## src/rtl/axi4_reg_slice.sv

```systemverilog
// AXI4 register slice: one configurable buffer per channel (AW, W, B, AR, R) to break
// timing paths between an upstream master port (S_) and a downstream slave port (M_).

package axi4_reg_slice_pkg;

    localparam int unsigned MODE_BYPASS  = 0;
    localparam int unsigned MODE_FORWARD = 1;
    localparam int unsigned MODE_FULL    = 2;

    typedef enum logic [1:0] {
        ST_EMPTY = 2'd0,
        ST_ONE   = 2'd1,
        ST_TWO   = 2'd2
    } slice_state_e;

endpackage

// Single-channel valid/ready buffer; payload is opaque and passes through unchanged.
module axi4_reg_slice_ch
    import axi4_reg_slice_pkg::*;
#(
    parameter int unsigned WIDTH = 1,
    parameter int unsigned MODE  = MODE_FULL
) (
    input  logic             i_clk,
    input  logic             i_rst_n,
    input  logic             i_s_valid,
    output logic             o_s_ready,
    input  logic [WIDTH-1:0] i_s_data,
    output logic             o_m_valid,
    input  logic             i_m_ready,
    output logic [WIDTH-1:0] o_m_data,
    output logic             o_idle
);

    if (MODE == MODE_BYPASS) begin : g_bypass
        assign o_m_valid = i_s_valid;
        assign o_m_data  = i_s_data;
        assign o_s_ready = i_m_ready;
        assign o_idle    = 1'b1;

        logic w_unused;
        assign w_unused = ^{i_clk, i_rst_n};

    end else if (MODE == MODE_FORWARD) begin : g_forward
        logic             r_flag;
        logic [WIDTH-1:0] r_data;
        logic             w_s_hs;

        // A full register can still accept when the sink drains it in the same cycle.
        assign o_s_ready = ~r_flag | i_m_ready;
        assign w_s_hs    = i_s_valid & o_s_ready;

        // NOTE: sequential state uses non-blocking assignments so every register samples
        // the pre-edge values, independent of statement order.
        always_ff @(posedge i_clk) begin
            if (!i_rst_n)       r_flag <= 1'b0;
            else if (w_s_hs)    r_flag <= 1'b1;
            else if (i_m_ready) r_flag <= 1'b0;
        end

        // NOTE: payload registers carry no reset; the valid flag alone qualifies them.
        always_ff @(posedge i_clk) begin
            if (w_s_hs) r_data <= i_s_data;
        end

        assign o_m_valid = r_flag;
        assign o_m_data  = r_flag ? r_data : '0;
        assign o_idle    = ~r_flag;

    end else begin : g_full
        slice_state_e     r_state;
        slice_state_e     w_state_nxt;
        logic             r_s_ready;
        logic [WIDTH-1:0] r_main;
        logic [WIDTH-1:0] r_skid;
        logic             w_s_hs;
        logic             w_m_hs;

        assign w_s_hs = i_s_valid & r_s_ready;
        assign w_m_hs = (r_state != ST_EMPTY) & i_m_ready;

        // Ready is registered from the next state so no combinational path crosses the slice.
        always_ff @(posedge i_clk) begin
            if (!i_rst_n) begin
                r_state   <= ST_EMPTY;
                r_s_ready <= 1'b0;
            end else begin
                r_state   <= w_state_nxt;
                r_s_ready <= (w_state_nxt != ST_TWO);
            end
        end

        // NOTE: the default assignment up front keeps this block from inferring a latch.
        always_comb begin
            w_state_nxt = r_state;
            case (r_state)
                ST_EMPTY: if (w_s_hs) w_state_nxt = ST_ONE;
                ST_ONE: begin
                    if (w_s_hs && !w_m_hs)      w_state_nxt = ST_TWO;
                    else if (!w_s_hs && w_m_hs) w_state_nxt = ST_EMPTY;
                end
                ST_TWO:   if (w_m_hs) w_state_nxt = ST_ONE;
                default:  w_state_nxt = ST_EMPTY;
            endcase
        end

        always_ff @(posedge i_clk) begin
            if (r_state == ST_TWO) begin
                if (w_m_hs) r_main <= r_skid;
            end else if (w_s_hs) begin
                if (r_state == ST_ONE && !w_m_hs) r_skid <= i_s_data;
                else                              r_main <= i_s_data;
            end
        end

        always_comb begin
            o_m_valid = (r_state != ST_EMPTY);
            o_m_data  = (r_state != ST_EMPTY) ? r_main : '0;
            o_s_ready = r_s_ready;
            o_idle    = (r_state == ST_EMPTY);
        end
    end

endmodule

module axi4_reg_slice #(
    parameter int unsigned ADDR_WIDTH = 32,
    parameter int unsigned DATA_WIDTH = 32,
    parameter int unsigned ID_WIDTH   = 4,
    parameter int unsigned LEN_WIDTH  = 8,
    parameter int unsigned AW_MODE    = 2,
    parameter int unsigned W_MODE     = 2,
    parameter int unsigned B_MODE     = 2,
    parameter int unsigned AR_MODE    = 2,
    parameter int unsigned R_MODE     = 2
) (
    input  logic                    ACLK,
    input  logic                    ARESETn,
    input  logic [ID_WIDTH-1:0]     S_AWID,
    input  logic [ADDR_WIDTH-1:0]   S_AWADDR,
    input  logic [LEN_WIDTH-1:0]    S_AWLEN,
    input  logic [2:0]              S_AWSIZE,
    input  logic [1:0]              S_AWBURST,
    input  logic                    S_AWVALID,
    output logic                    S_AWREADY,
    output logic [ID_WIDTH-1:0]     M_AWID,
    output logic [ADDR_WIDTH-1:0]   M_AWADDR,
    output logic [LEN_WIDTH-1:0]    M_AWLEN,
    output logic [2:0]              M_AWSIZE,
    output logic [1:0]              M_AWBURST,
    output logic                    M_AWVALID,
    input  logic                    M_AWREADY,
    input  logic [DATA_WIDTH-1:0]   S_WDATA,
    input  logic [DATA_WIDTH/8-1:0] S_WSTRB,
    input  logic                    S_WLAST,
    input  logic                    S_WVALID,
    output logic                    S_WREADY,
    output logic [DATA_WIDTH-1:0]   M_WDATA,
    output logic [DATA_WIDTH/8-1:0] M_WSTRB,
    output logic                    M_WLAST,
    output logic                    M_WVALID,
    input  logic                    M_WREADY,
    input  logic [ID_WIDTH-1:0]     M_BID,
    input  logic [1:0]              M_BRESP,
    input  logic                    M_BVALID,
    output logic                    M_BREADY,
    output logic [ID_WIDTH-1:0]     S_BID,
    output logic [1:0]              S_BRESP,
    output logic                    S_BVALID,
    input  logic                    S_BREADY,
    input  logic [ID_WIDTH-1:0]     S_ARID,
    input  logic [ADDR_WIDTH-1:0]   S_ARADDR,
    input  logic [LEN_WIDTH-1:0]    S_ARLEN,
    input  logic [2:0]              S_ARSIZE,
    input  logic [1:0]              S_ARBURST,
    input  logic                    S_ARVALID,
    output logic                    S_ARREADY,
    output logic [ID_WIDTH-1:0]     M_ARID,
    output logic [ADDR_WIDTH-1:0]   M_ARADDR,
    output logic [LEN_WIDTH-1:0]    M_ARLEN,
    output logic [2:0]              M_ARSIZE,
    output logic [1:0]              M_ARBURST,
    output logic                    M_ARVALID,
    input  logic                    M_ARREADY,
    input  logic [ID_WIDTH-1:0]     M_RID,
    input  logic [DATA_WIDTH-1:0]   M_RDATA,
    input  logic [1:0]              M_RRESP,
    input  logic                    M_RLAST,
    input  logic                    M_RVALID,
    output logic                    M_RREADY,
    output logic [ID_WIDTH-1:0]     S_RID,
    output logic [DATA_WIDTH-1:0]   S_RDATA,
    output logic [1:0]              S_RRESP,
    output logic                    S_RLAST,
    output logic                    S_RVALID,
    input  logic                    S_RREADY,
    output logic                    IDLE
);

    localparam int unsigned AX_W = ID_WIDTH + ADDR_WIDTH + LEN_WIDTH + 5;
    localparam int unsigned WD_W = DATA_WIDTH + DATA_WIDTH / 8 + 1;
    localparam int unsigned BR_W = ID_WIDTH + 2;
    localparam int unsigned RD_W = ID_WIDTH + DATA_WIDTH + 3;

    logic w_aw_idle, w_w_idle, w_b_idle, w_ar_idle, w_r_idle;

    axi4_reg_slice_ch #(.WIDTH(AX_W), .MODE(AW_MODE)) u_aw (
        .i_clk(ACLK), .i_rst_n(ARESETn),
        .i_s_valid(S_AWVALID), .o_s_ready(S_AWREADY),
        .i_s_data({S_AWID, S_AWADDR, S_AWLEN, S_AWSIZE, S_AWBURST}),
        .o_m_valid(M_AWVALID), .i_m_ready(M_AWREADY),
        .o_m_data({M_AWID, M_AWADDR, M_AWLEN, M_AWSIZE, M_AWBURST}),
        .o_idle(w_aw_idle)
    );

    axi4_reg_slice_ch #(.WIDTH(WD_W), .MODE(W_MODE)) u_w (
        .i_clk(ACLK), .i_rst_n(ARESETn),
        .i_s_valid(S_WVALID), .o_s_ready(S_WREADY),
        .i_s_data({S_WDATA, S_WSTRB, S_WLAST}),
        .o_m_valid(M_WVALID), .i_m_ready(M_WREADY),
        .o_m_data({M_WDATA, M_WSTRB, M_WLAST}),
        .o_idle(w_w_idle)
    );

    // Response channels flow from the M_ side back to the S_ side.
    axi4_reg_slice_ch #(.WIDTH(BR_W), .MODE(B_MODE)) u_b (
        .i_clk(ACLK), .i_rst_n(ARESETn),
        .i_s_valid(M_BVALID), .o_s_ready(M_BREADY),
        .i_s_data({M_BID, M_BRESP}),
        .o_m_valid(S_BVALID), .i_m_ready(S_BREADY),
        .o_m_data({S_BID, S_BRESP}),
        .o_idle(w_b_idle)
    );

    axi4_reg_slice_ch #(.WIDTH(AX_W), .MODE(AR_MODE)) u_ar (
        .i_clk(ACLK), .i_rst_n(ARESETn),
        .i_s_valid(S_ARVALID), .o_s_ready(S_ARREADY),
        .i_s_data({S_ARID, S_ARADDR, S_ARLEN, S_ARSIZE, S_ARBURST}),
        .o_m_valid(M_ARVALID), .i_m_ready(M_ARREADY),
        .o_m_data({M_ARID, M_ARADDR, M_ARLEN, M_ARSIZE, M_ARBURST}),
        .o_idle(w_ar_idle)
    );

    axi4_reg_slice_ch #(.WIDTH(RD_W), .MODE(R_MODE)) u_r (
        .i_clk(ACLK), .i_rst_n(ARESETn),
        .i_s_valid(M_RVALID), .o_s_ready(M_RREADY),
        .i_s_data({M_RID, M_RDATA, M_RRESP, M_RLAST}),
        .o_m_valid(S_RVALID), .i_m_ready(S_RREADY),
        .o_m_data({S_RID, S_RDATA, S_RRESP, S_RLAST}),
        .o_idle(w_r_idle)
    );

    assign IDLE = &{w_aw_idle, w_w_idle, w_b_idle, w_ar_idle, w_r_idle};

endmodule

```

## config.mk

```make
export PLATFORM = sky130hd
export DESIGN_NAME = axi4_reg_slice
export DESIGN_NICKNAME = d
export VERILOG_FILES = /design/src/rtl/axi4_reg_slice.sv
export SDC_FILE = /design/constraint.sdc
export NUM_CORES = 1
export LEC_CHECK = 0
export CORE_MARGIN = 2
export CORE_UTILIZATION = 45
export DETAILED_ROUTE_END_ITERATION = 12
export HOLD_SLACK_MARGIN = 0.1
export PLACE_DENSITY = 0.73
export SYNTH_ARGS = -nofsm -noshare
export SYNTH_HDL_FRONTEND = slang
export SYNTH_HIERARCHICAL = 1
export SYNTH_SLANG_ARGS = --single-unit
```

## constraint.sdc

```tcl
create_clock -name ACLK -period 5.65 [get_ports ACLK]
set_input_delay 1.695 -clock ACLK [delete_from_list [all_inputs] [get_ports ACLK]]
set_output_delay 1.695 -clock ACLK [all_outputs]
set_load 0.02 [all_outputs]
```

==> results of run 1 <==
[layer usage]
metal	routed length, um	up-vias	global-route usage [%]
li1	-	4012	-
met1	14240	4098	22.93
met2	15970	309	29.03
met3	3111	70	6.523
met4	850	12	5.710
met5	81	-	0
[per-stage QoR]
| step | cell area [um^2] | hold slack [ns] |
|---|---|---|
| 2_1_floorplan | 15870 | 0.5246 |
| 5_1_grt | 21340 | 0.5493 |
| 4_1_cts | 21340 | 0.5431 |
| 3_3_place_gp | 20030 | 0.5293 |
| 3_5_place_dp | 20030 | 0.5329 |
| 6_report | 21340 | 0.5397 |
[worst reg2reg max path: cells and delay by family, from the launching register on]
kind	cells	cell delay, ns
buf+inv	1	0.46
simple gates	2	1.11
compound gates	1	0.25
flops	1	0.50
[cell usage in the layout (no fill, tap or decap), types with 8 or more instances in the layout]
| master | instances |
|---|---|
| and2b_1 | 52 |
| buf_4 | 10 |
| clkbuf_1 | 10 |
| clkbuf_16 | 41 |
| clkdlybuf4s50_1 | 382 |
| clkinv_2 | 8 |
| dfxtp_1 | 15 |
| edfxtp_1 | 360 |
| inv_1 | 10 |
| mux2_2 | 28 |
| mux2_4 | 152 |
| nand2_1 | 11 |
| nor2b_1 | 133 |
[worst paths after layout]
check,start,to
max reg2reg,u_w/g_full.r_state[0],u_w/g_full.r_main[5]
max,u_r/g_full.r_state[1],IDLE
min reg2reg,u_ar/g_full.r_skid[24],u_ar/g_full.r_main[24]
min,u_ar/g_full.r_skid[24],u_ar/g_full.r_main[24]
[cells by family (layout without fill, tap and decap cells)]
logic type	after synthesis	in the layout	synth area share, %
flops	375	375	70.02
simple gates	238	238	9.517
mux	180	180	16.37
buf+inv	50	476	2.878
compound gates	25	25	1.222
other cells	0	3	0
[registers in the layout, summed over array words and instances, names as in the netlist, 6 cells and up]
register	flops
u_b/g_full.r_skid	6
u_r/g_full.r_main	39
u_w/g_full.r_main	37
u_ar/g_full.r_skid	49
u_aw/g_full.r_main	49
u_w/g_full.r_skid	37
u_r/g_full.r_skid	39
u_b/g_full.r_main	6
u_aw/g_full.r_skid	49
u_ar/g_full.r_main	49
[layout make-up]
type                            instances  area, um^2
Clock buffer                           51        1064
Multi-Input combinational cell        443        4414
Sequential cell                       375       11110
Clock inverter                         23       241.5
Fill cell                            2531       13290
Timing Repair Buffer                  392        3899
Tap cell                              455       569.3
Antenna cell                            3       7.507
Inverter                               10       37.54
[power by group]
part	switching [W]	internal, W
Sequential	0.0000280	0.00315
Combinational	0.000283	0.000357
Clock	0.00102	0.00156
Total	0.00133	0.00508
==> flow_summary.ini, run 1 <==
[synth]
synth_area_per_cell_um2 = 18.28
yosysMostFrequentCell = edfxtp_1
yosysTopAreaCell = edfxtp_1
yosys-top-cells-count = edfxtp_1, mux2_4, nor2b_1
synthTopCellsByArea = edfxtp_1, mux2_4, nor2b_1
syn_inst = 868
async_flop_share_pct = 0
synth_top_area_share_pct = 68.12
syn-cell-area_um2 = 15870
synth_edf_count = 360
syn_nets = 1060
ys_seq_area_share_pct = 70.01
synth_top_flop_cell = edfxtp_1
ys_warn_count = 6
yosys_register_bits = 375
synth_cell_type_count = 30

[placed_design]
post-dp-hpwl_um = 23980
post-place-ws_ns = 1.457
io_buffers = 382
gp_congestion = 0.8052
dp.cells = 1675

[global_routing]
grt_max_degree = 52
track_usage_pct = 18.09
grt_pass1_vias = 8819
antenna_found_initial = 8
overflow = 0
grt_pass1_wl_um = 50880

[worst_setup_path]
slowest_stage = clkdlybuf4s50_1
worstPathMaxFanout = 23
reg2reg_slack_ns = 2.93
end_kind = primary output
cp_cell_sequence = nor2_2, buf_4, nand3_1, nor2_1, clkdlybuf4s50_1
cp_num_buf_inv = 2
path_class = reg -> out
reg2regPathDepth = 4
startpoint_type = register
required_ns = 3.95
cp.arrival_ns = 2.98
critical_path_depth = 5
max_stage_delay_ns = 0.63
path_delay_family = buffers and inverters

[die]
die_w_um = 191.8
rows = 68
start_util_pct = 45.83
core_um2 = 34630
die_h_um = 191.8
num_io_pins = 383
dieArea_um2 = 36780

[timing]
period_minus_slack_ns = 4.670
finalWorstSetupSlack_ns = 0.9799
rsz0062_at_grt = no
fin_setup_tns_ns = 0
setup_viol = 0
fmax_mhz = 214.1
hold_violations = 0
skew_ns = 0.01182
post-route-period-util_pct = 82.66
worst_slew_pin_slew_ns = 1.112
finalMaxSlewViolations = 0
max_slew_margin_pct = 25.72

[layout]
nNetsFinal = 1455
fin_cells = 1752
drive_gt1_share_pct = 21.10
post-route-util_pct = 61.63
syn2layout_area_growth_pct = 34.50

[min_path]
hold_depth = 1
min_path_type = reg -> reg

[detailed_routing]
drt_wl_total_um = 34250
avgViaCountPerCell = 4.852
dr.pass1.iters = 4
drc_errors = 0
drt_iter0_drc = 332
num_vias = 8501
ant_nets = 0
wl_per_cell_um = 19.55

[clock_tree]
cts_hold_buf = 0
path_clk_slew_ns = 0.06
ctsResizeCount = 0
cts_buffer_depth = 3
cts-root-buf = clkbuf_16
h-tree-depth = 2
clkLatencyLatePin_ns = 0.51
numCtsBuffers = 41
cts_setup_buffers = 0
cts_tree = done
numClockSinks = 375

[outcome]
outcome = finished, final reports clean

[power]
leakage_nw = 7.927
power_density_nw_per_um2 = 300.4
power_w = 0.006410
vdd_drop_max_uv = 238.7

[job]
maxCapViolCount = 0
(Power assumes the default switching activity.)
==> run 2: changes to the inputs <==
--- a/config.mk
+++ b/config.mk
@@ -9,7 +9,7 @@
 export CORE_UTILIZATION = 45
 export DETAILED_ROUTE_END_ITERATION = 12
 export HOLD_SLACK_MARGIN = 0.1
-export PLACE_DENSITY = 0.73
+export PLACE_DENSITY = 0.75
 export SYNTH_ARGS = -nofsm -noshare
 export SYNTH_HDL_FRONTEND = slang
 export SYNTH_HIERARCHICAL = 1
==> constraint.sdc (replaced) <==
create_clock -name ACLK -period 3.75 [get_ports ACLK]
set_input_delay 1.125 -clock ACLK [delete_from_list [all_inputs] [get_ports ACLK]]
set_output_delay 1.125 -clock ACLK [all_outputs]
set_load 0.02 [all_outputs]
==> run 2 against run 1 <==
First-iteration DRC count grew 16%. Via count down 0.19%. Non-clock buffer count rose by 15. Clock power up 47%. Setup slack worse by 0.73 ns. Worst hold slack better by 0.0013 ns. Register-to-register slack got worse by 1.4 ns.
==> flow_summary.ini, run 2 (same netlist as run 1, synthesis figures left out) <==
[clock_tree]
h-tree-depth = 2
path_clk_slew_ns = 0.06
ctsResizeCount = 0
cts-root-buf = clkbuf_16
cts_buffer_depth = 3
numClockSinks = 375
clkLatencyLatePin_ns = 0.51
cts_tree = done
cts_setup_buffers = 0
cts_hold_buf = 0
numCtsBuffers = 39

[power]
vdd_drop_max_uv = 408.4
power_w = 0.009567
leakage_nw = 7.986
power_density_nw_per_um2 = 445.9

[die]
rows = 68
core_um2 = 34630
die_w_um = 191.8
start_util_pct = 45.83
num_io_pins = 383
die_h_um = 191.8
dieArea_um2 = 36780

[timing]
skew_ns = 0.008169
hold_violations = 0
worst_slew_pin_slew_ns = 0.8311
finalWorstSetupSlack_ns = 0.2494
max_slew_margin_pct = 44.42
rsz0062_at_grt = no
fin_setup_tns_ns = 0
post-route-period-util_pct = 93.35
setup_viol = 0
finalMaxSlewViolations = 0
fmax_mhz = 285.7
period_minus_slack_ns = 3.501

[global_routing]
overflow = 0
grt_max_degree = 50
met3_usage_pct = 5.774
grt_pass1_vias = 8673
grt_pass1_wl_um = 49150
grt_use_met1_pct = 21.64
antenna_found_initial = 3
grt_busiest_layer = met2
use_met2_pct = 29.35
track_usage_pct = 17.48

[worst_setup_path]
end_kind = primary output
timing.rr.start = u_ar/g_full.r_state[0]
worstPathMaxFanout = 32
startpoint_type = register
crit_start = u_ar/g_full.r_state[1]
max_stage_delay_ns = 0.54
required_ns = 2.62
cp_cell_sequence = nor2_4, buf_12, and2b_1, clkdlybuf4s50_1
slowest_stage = clkdlybuf4s50_1
cp.arrival_ns = 2.38
path_class = reg -> out

[detailed_routing]
drc_errors = 0
drt_iter0_drc = 385
dr.pass1.iters = 4
avgViaCountPerCell = 4.805
num_vias = 8485
wl_per_cell_um = 18.82
ant_nets = 0
drt_wl_total_um = 33240

[placed_design]
io_buffers = 382
post-dp-hpwl_um = 23380
place_area_um2 = 20180
gp_congestion = 0.7731
post-place-ws_ns = 0.6628

[layout]
drive_gt1_share_pct = 21.82
multi_input_area_um2 = 4414
final_common_cell = clkdlybuf4s50_1
nNetsFinal = 1468
seqCellArea_um2 = 11110
layout_common_cells = clkdlybuf4s50_1, edfxtp_1, mux2_4, nor2b_1, and2b_1
post-route-util_pct = 61.96
stdcell_area_um2 = 21460
fillers = 2530
syn2layout_area_growth_pct = 35.20

[job]
maxCapViolCount = 0

[min_path]
min_from = u_aw/g_full.r_skid[39]
min_path_type = reg -> reg

[outcome]
outcome = finished, final reports clean
## run 2: layer usage
layer | part of all wire (%) | routed length, um
met1 | 40 | 13430
met2 | 49 | 16310
met3 | 8.4 | 2794
met4 | 2.1 | 693
met5 | 0.039 | 13
## run 2: final timing paths
| path | end | slack [ns] | cells past startpoint |
|---|---|---|---|
| max | M_ARADDR[3] | 0.25 | 4 |
| min | u_aw/g_full.r_main[39] | 0.54 | 1 |
| max reg2reg | u_ar/g_full.r_main[33] | 1.53 | 4 |
| min reg2reg | u_aw/g_full.r_main[39] | 0.54 | 1 |
## run 2: cell type report
cell class,instances,area share (%)
flip-flops and latches,375,51.78
multi-input cells,443,20.57
repair buffers,407,18.87
clock buffers,56,5.184
well taps,455,2.653
clock inverters,15,0.6998
inverters,10,0.1749
diodes,5,0.05832
## run 2: critical path, delay by kind of cell (launching register included)
family                 cells  cell delay (ns)
AND/OR/NAND/NOR            2             0.65
buffers and inverters      2             0.78
flip-flops                 1             0.42
## run 2: report_power, final
group	switching [W]	internal, W	total [W]
logic	0.000429	0.000549	0.000978
registers	0.0000386	0.00475	0.00479
clock network	0.00153	0.00227	0.00380
## run 2: through the flow
step	cells	hold WS, ns
2_1_floorplan	868	0.5246
3_3_place_gp	1690	0.5285
3_5_place_dp	1690	0.5319
4_1_cts	1761	0.5384
5_1_grt	1762	0.5540
6_report	1766	0.5411
